## config.mk

```make
export PLATFORM = sky130hd
export DESIGN_NAME = mac_int8_x2_ctrl
export DESIGN_NICKNAME = d
export VERILOG_FILES = /design/src/rtl/mac_int8_x2_ctrl.sv
export SDC_FILE = /design/constraint.sdc
export NUM_CORES = 1
export LEC_CHECK = 0
export ABC_AREA = 1
export BUFFER_PORTS_ARGS = -buffer_cell sky130_fd_sc_hd__buf_2
export CAP_MARGIN = 10
export CORE_MARGIN = 2
export CORE_UTILIZATION = 55
export CTS_CLUSTER_SIZE = 25
export DETAILED_ROUTE_END_ITERATION = 7
export PLACE_DENSITY = 0.74
export SETUP_SLACK_MARGIN = 0.2
export SYNTH_ARGS = -nofsm -noshare
export SYNTH_HDL_FRONTEND = slang
export SYNTH_SLANG_ARGS = --single-unit
```

## constraint.sdc

```tcl
create_clock -name clk -period 9.5 [get_ports clk]
set_input_delay 1.9 -clock clk [delete_from_list [all_inputs] [get_ports clk]]
set_output_delay 1.9 -clock clk [all_outputs]
set_load 0.03 [all_outputs]
```

## src/rtl/mac_int8_x2_ctrl.sv

```systemverilog
// mac_int8_x2_ctrl: sequencing controller for a packed dual int8 multiplier.
// Accepts (a, b, c) operand triples, issues one per cycle to a MUL_LAT-deep
// multiplier, and accumulates a*c and b*c over a programmed job length.
// Build option: define MAC_X2_SAT_EN for saturating accumulation with a sticky
// out_ovf_o flag; otherwise adds wrap and out_ovf_o is tied low.
// Ports:
//   clk, rst                      clock, async active-high reset
//   start_i, cfg_len_i            job start and length (latched in IDLE)
//   busy_o                        high outside IDLE
//   in_valid_i/in_ready_o         operand handshake, in_a_i/in_b_i/in_c_i int8
//   out_valid_o/out_ready_i       result handshake
//   out_acc_a_o, out_acc_b_o      signed sums of a*c and b*c
//   out_ovf_o                     sticky saturation flag for the job
module mac_int8_x2_ctrl #(
  parameter int unsigned ACC_W   = 32,
  parameter int unsigned LEN_W   = 16,
  parameter int unsigned MUL_LAT = 2
) (
  input  logic             clk,
  input  logic             rst,
  input  logic             start_i,
  input  logic [LEN_W-1:0] cfg_len_i,
  output logic             busy_o,
  input  logic             in_valid_i,
  output logic             in_ready_o,
  input  logic [7:0]       in_a_i,
  input  logic [7:0]       in_b_i,
  input  logic [7:0]       in_c_i,
  output logic             out_valid_o,
  input  logic             out_ready_i,
  output logic [ACC_W-1:0] out_acc_a_o,
  output logic [ACC_W-1:0] out_acc_b_o,
  output logic             out_ovf_o
);

  localparam int unsigned PROD_W = 16;

  typedef enum logic [1:0] {IDLE, RUN, DRAIN, OUT} state_e;

  state_e                   state_q, state_d;
  logic [LEN_W-1:0]         len_q, len_d;
  logic [LEN_W-1:0]         cnt_q, cnt_d;
  logic                     hold_q, hold_d;
  logic [MUL_LAT:0]         pipe_q, pipe_d;
  logic signed [7:0]        a_q, b_q, c_q;
  logic signed [PROD_W-1:0] prod_a_q [MUL_LAT];
  logic signed [PROD_W-1:0] prod_b_q [MUL_LAT];
  logic signed [PROD_W-1:0] mul_ac_c, mul_bc_c;
  logic signed [ACC_W-1:0]  acc_a_q, acc_a_d;
  logic signed [ACC_W-1:0]  acc_b_q, acc_b_d;
  logic                     busy_q, in_ready_q, out_valid_q;
  logic                     accept_c;

`ifdef MAC_X2_SAT_EN
  localparam int unsigned     SUM_W   = ACC_W + 1;
  localparam logic [ACC_W-1:0] ACC_MAX = {1'b0, {(ACC_W-1){1'b1}}};
  localparam logic [ACC_W-1:0] ACC_MIN = {1'b1, {(ACC_W-1){1'b0}}};

  logic             ovf_q, ovf_d;
  logic [ACC_W:0]   sat_a_c, sat_b_c;

  // Saturating add; MSB of the result flags a clip.
  function automatic logic [ACC_W:0] sat_add(input logic signed [ACC_W-1:0] acc,
                                             input logic signed [PROD_W-1:0] p);
    logic signed [SUM_W-1:0] s;
    s = SUM_W'(acc) + SUM_W'(p);
    if (s[ACC_W] != s[ACC_W-1]) return {1'b1, (s[ACC_W] ? ACC_MIN : ACC_MAX)};
    return {1'b0, s[ACC_W-1:0]};
  endfunction
`endif

  // Exact int8 x int8 products of the registered operands.
  assign mul_ac_c = PROD_W'(a_q) * PROD_W'(c_q);
  assign mul_bc_c = PROD_W'(b_q) * PROD_W'(c_q);

  // Next-state, counter, valid pipe and accumulator update.
  always_comb begin
    state_d  = state_q;
    len_d    = len_q;
    cnt_d    = cnt_q;
    hold_d   = 1'b0;
    accept_c = 1'b0;
    acc_a_d  = acc_a_q;
    acc_b_d  = acc_b_q;
`ifdef MAC_X2_SAT_EN
    ovf_d    = ovf_q;
    sat_a_c  = sat_add(acc_a_q, prod_a_q[MUL_LAT-1]);
    sat_b_c  = sat_add(acc_b_q, prod_b_q[MUL_LAT-1]);
`endif

    case (state_q)
      IDLE: begin
        if (start_i) begin
          len_d = cfg_len_i;
          cnt_d = '0;
          if (cfg_len_i == '0) begin
            state_d = DRAIN;
            // Empty job dwells one extra DRAIN cycle for a fixed 2-cycle result.
            hold_d  = 1'b1;
          end else begin
            state_d = RUN;
          end
        end
      end
      RUN: begin
        if (in_valid_i) begin
          accept_c = 1'b1;
          cnt_d    = cnt_q + LEN_W'(1);
          if (cnt_d == len_q) state_d = DRAIN;
        end
      end
      DRAIN: begin
        if (pipe_q == '0 && !hold_q) state_d = OUT;
      end
      OUT: begin
        if (out_ready_i) state_d = IDLE;
      end
      default: state_d = IDLE;
    endcase

    pipe_d = {pipe_q[MUL_LAT-1:0], accept_c};

    if (state_q == IDLE && start_i) begin
      acc_a_d = '0;
      acc_b_d = '0;
`ifdef MAC_X2_SAT_EN
      ovf_d   = 1'b0;
`endif
    end else if (pipe_q[MUL_LAT]) begin
`ifdef MAC_X2_SAT_EN
      acc_a_d = sat_a_c[ACC_W-1:0];
      acc_b_d = sat_b_c[ACC_W-1:0];
      ovf_d   = ovf_q | sat_a_c[ACC_W] | sat_b_c[ACC_W];
`else
      acc_a_d = acc_a_q + ACC_W'(prod_a_q[MUL_LAT-1]);
      acc_b_d = acc_b_q + ACC_W'(prod_b_q[MUL_LAT-1]);
`endif
    end
  end

  // State, datapath and registered status outputs.
  always_ff @(posedge clk or posedge rst) begin
    if (rst) begin
      state_q     <= IDLE;
      len_q       <= '0;
      cnt_q       <= '0;
      hold_q      <= 1'b0;
      pipe_q      <= '0;
      a_q         <= '0;
      b_q         <= '0;
      c_q         <= '0;
      for (int i = 0; i < MUL_LAT; i++) begin
        prod_a_q[i] <= '0;
        prod_b_q[i] <= '0;
      end
      acc_a_q     <= '0;
      acc_b_q     <= '0;
      busy_q      <= 1'b0;
      in_ready_q  <= 1'b0;
      out_valid_q <= 1'b0;
`ifdef MAC_X2_SAT_EN
      ovf_q       <= 1'b0;
`endif
    end else begin
      state_q <= state_d;
      len_q   <= len_d;
      cnt_q   <= cnt_d;
      hold_q  <= hold_d;
      pipe_q  <= pipe_d;
      if (accept_c) begin
        a_q <= in_a_i;
        b_q <= in_b_i;
        c_q <= in_c_i;
      end
      prod_a_q[0] <= mul_ac_c;
      prod_b_q[0] <= mul_bc_c;
      for (int i = 1; i < MUL_LAT; i++) begin
        prod_a_q[i] <= prod_a_q[i-1];
        prod_b_q[i] <= prod_b_q[i-1];
      end
      acc_a_q     <= acc_a_d;
      acc_b_q     <= acc_b_d;
      busy_q      <= (state_d != IDLE);
      in_ready_q  <= (state_d == RUN);
      out_valid_q <= (state_d == OUT);
`ifdef MAC_X2_SAT_EN
      ovf_q       <= ovf_d;
`endif
    end
  end

  assign busy_o      = busy_q;
  assign in_ready_o  = in_ready_q;
  assign out_valid_o = out_valid_q;
  assign out_acc_a_o = acc_a_q;
  assign out_acc_b_o = acc_b_q;
`ifdef MAC_X2_SAT_EN
  assign out_ovf_o   = ovf_q;
`else
  assign out_ovf_o   = 1'b0;
`endif

endmodule

```

==> reports/summary.txt <==
commonest cells after routing, fill and taps aside - nand2_1, inv_1, dfrtp_1
Resized Gates After CTS - 0
area grow syn2layout - 9.40%
clock-pin slew on the worst setup and hold paths - 70 ps
antenna cell count - 0
Post-synth EDFFs - 0
Post-CTS Hold Buffers - 0
first-pass GRT wire length - 60.5 mm
GRT overflow - 0
worst-path fanout max - 17
largest net degree at the start of global routing - 121
flops & latches, synth - 193
vias per cell - 5.25
crit path cell chain - nand2_1, inv_1, fa_1, inv_1, fa_1, inv_1, fa_1, inv_1, fa_1, inv_1, ha_1, nand2_1, o21ai_0, nand2_1, nand2_1, a21oi_1, o21ai_0, nand2_1, a21oi_1, nor2_1, xnor2_1
cell count after synthesis - 1990
r2r startpoint - c_q[2]
Hold Crit Start - prod_b_q[19]
drt drc - 0
CP Launch Type - flop
crit-path max cell delay - 630 ps
Die ar. - 29500 µm²
WS Path Type - reg -> reg
CP endpoint kind - flop
wirelength, routed - 35.7 mm
Slew Limit Headroom - 38.3%
max cap viols - 0
total track usage - 25.5%
core footprint - 27800 µm²
CP required - 9810 ps
Port-buffer cells - 111
Post-synth ARST share - 100%
reg2reg path depth - 21
Multi-input gate area - 9120 µm²
crit path DAT - 5040 ps
outcome - finished clean
CTS tree - done
H-tree levels - 4
vias in the first global route - 12788
initial antenna violation count - 0
Worst-Skew Late Latency - 440 ps
DP HPWL - 27.6 mm
Clock Tree Buf Depth - 2
R2R Setup Slk - 4770 ps
Avg Inst Size Synth - 7.79 µm²
Final Max Slew Viols - 0
RSZ-0062 raised after global routing - no
Ports - 113
WL/cell - 14.5 µm
Via Count - 12931
Seq. cell area - 4830 µm²
sequential fraction of the synthesis area - 31.2%
DRT Pass-1 Iters - 5
Root Driver - clkbuf_16
fin crit period - 4730 ps
Worst Hold Class - reg -> reg
share of cells above drive strength 1 - 8.69%
Final Hold Violating Endpoints - 0
Mapped Area - 15500 µm²
Synth Flop Type - dfrtp_1
clk sinks - 193
remaining antenna violation count - 0
synth warn - 0
final setup fails - 0
actual slew at the worst max-slew pin - 926 ps
Unique masters post-synth - 49
final setup TNS - 0 ps
Max Clock Skew - 18.8 ps
starting density of the core - 55.8%
Site Rows - 61
CTS Buf Count - 17
Worst Hold Path EP - prod_b_q[3]
Layout Nets - 2350
Fill cells - 2514
Die X - 172 µm
hold path depth - 0
Mapped Nets - 2268
Tcrit/Tclk final - 49.7%
Iter 0 DRT Violations - 859
r2r endpoint - prod_b_q[30]
commonest non-fill, non-tap cell in the layout - nand2_1
Post-CTS Setup Inserts - 0
Die Ht - 172 µm
placer congestion estimate - 0.944
Fmax - 212 MHz
CP max stage cell - dfrtp_1
## worst max-delay path by stage
| stage | start | end | slack, ps | depth (start not counted) |
|---|---|---|---|---|
| final | c_q[2] | prod_b_q[30] | 4770 | 21 |
| after global routing | c_q[2] | prod_a_q[31] | 4380 | 17 |
| after CTS | c_q[2] | prod_b_q[30] | 4780 | 21 |
| after detailed placement | c_q[2] | prod_b_q[30] | 4820 | 21 |
| after global placement | c_q[2] | prod_b_q[30] | 4910 | 21 |
| after floorplan | rst | a_q[0] | 2340 | 1 |
## flip-flops by register name (all words and copies together) (netlist names)
signal	cells
pipe_q	3
state_q	2
len_q	16
out_acc_b_o	32
prod_b_q	32
busy_o	1
c_q	8
prod_a_q	32
in_ready_o	1
a_q	8
cnt_q	16
out_acc_a_o	32
b_q	8
out_valid_o	1
hold_q	1
## routing by layer
metal | part of all wire [%] | up-vias | GRT usage, % | routed length (µm)
li1 | - | 6404 | - | -
met1 | 45 | 6128 | 34.4 | 16200
met2 | 48 | 353 | 43.2 | 17100
met3 | 5.0 | 46 | 3.82 | 1790
met4 | 1.8 | 0 | 6.76 | 646
met5 | 0 | - | 0 | 0
## kinds of logic after synthesis
logic type,after synthesis,share of synthesized area [%]
flip-flops,193,31.2
AND/OR/NAND/NOR,783,20.7
XOR/XNOR,45,2.54
adder cells (fa/ha/maj),233,24.2
AO/OA/AOI/OAI,320,11.3
buffers and inverters,415,10.1
other,1,0.0242
## cell usage after synthesis, drive strengths merged (9+ instances only)
cell type | count | area, µm²
nand4 | 20 | 125
clkbuf | 50 | 188
nor2 | 132 | 526
fa | 112 | 2240
a21oi | 136 | 681
xor2 | 30 | 263
nand2 | 543 | 2070
inv | 359 | 1350
o21ai | 133 | 677
nand3 | 57 | 290
dfrtp | 193 | 4830
o22ai | 10 | 62.6
nor3 | 9 | 45.0
ha | 121 | 1510
xnor2 | 15 | 131
## worst max-delay path, delay by kind of cell, from the launching register on
kind | cells | cell delay [ps]
xor+xnor | 1 | 120
flops | 1 | 630
simple gates | 6 | 520
compound gates | 4 | 720
buf+inv | 5 | 260
fa+ha+maj | 5 | 2350
## stage by stage
step / instance area, µm² / worst slack (ps) / hold slack, ps / utilization, % / cells
floorplan: 15500 / 2340 / 331 / - / 1990
global placement: 16400 / 4910 / 332 / 59.0 / 2431
detailed placement: 16400 / 4820 / 335 / 59.0 / 2431
CTS: 17000 / 4780 / 350 / 61.0 / 2461
global route: 17000 / 4380 / 357 / 61.0 / 2461
finish: 17000 / 4770 / 349 / 61.0 / 2461
## cell type report
class / instances / area share, %
repair buffers: 117 / 3.54
flip-flops and latches: 193 / 28.5
clock buffers: 17 / 2.51
well taps: 378 / 2.79
multi-input cells: 1382 / 53.8
inverters: 361 / 8.03
clock inverters: 13 / 0.885
Power is not shown: default switching activity piles up to over one toggle a cycle in this logic, so the estimate is an artifact.
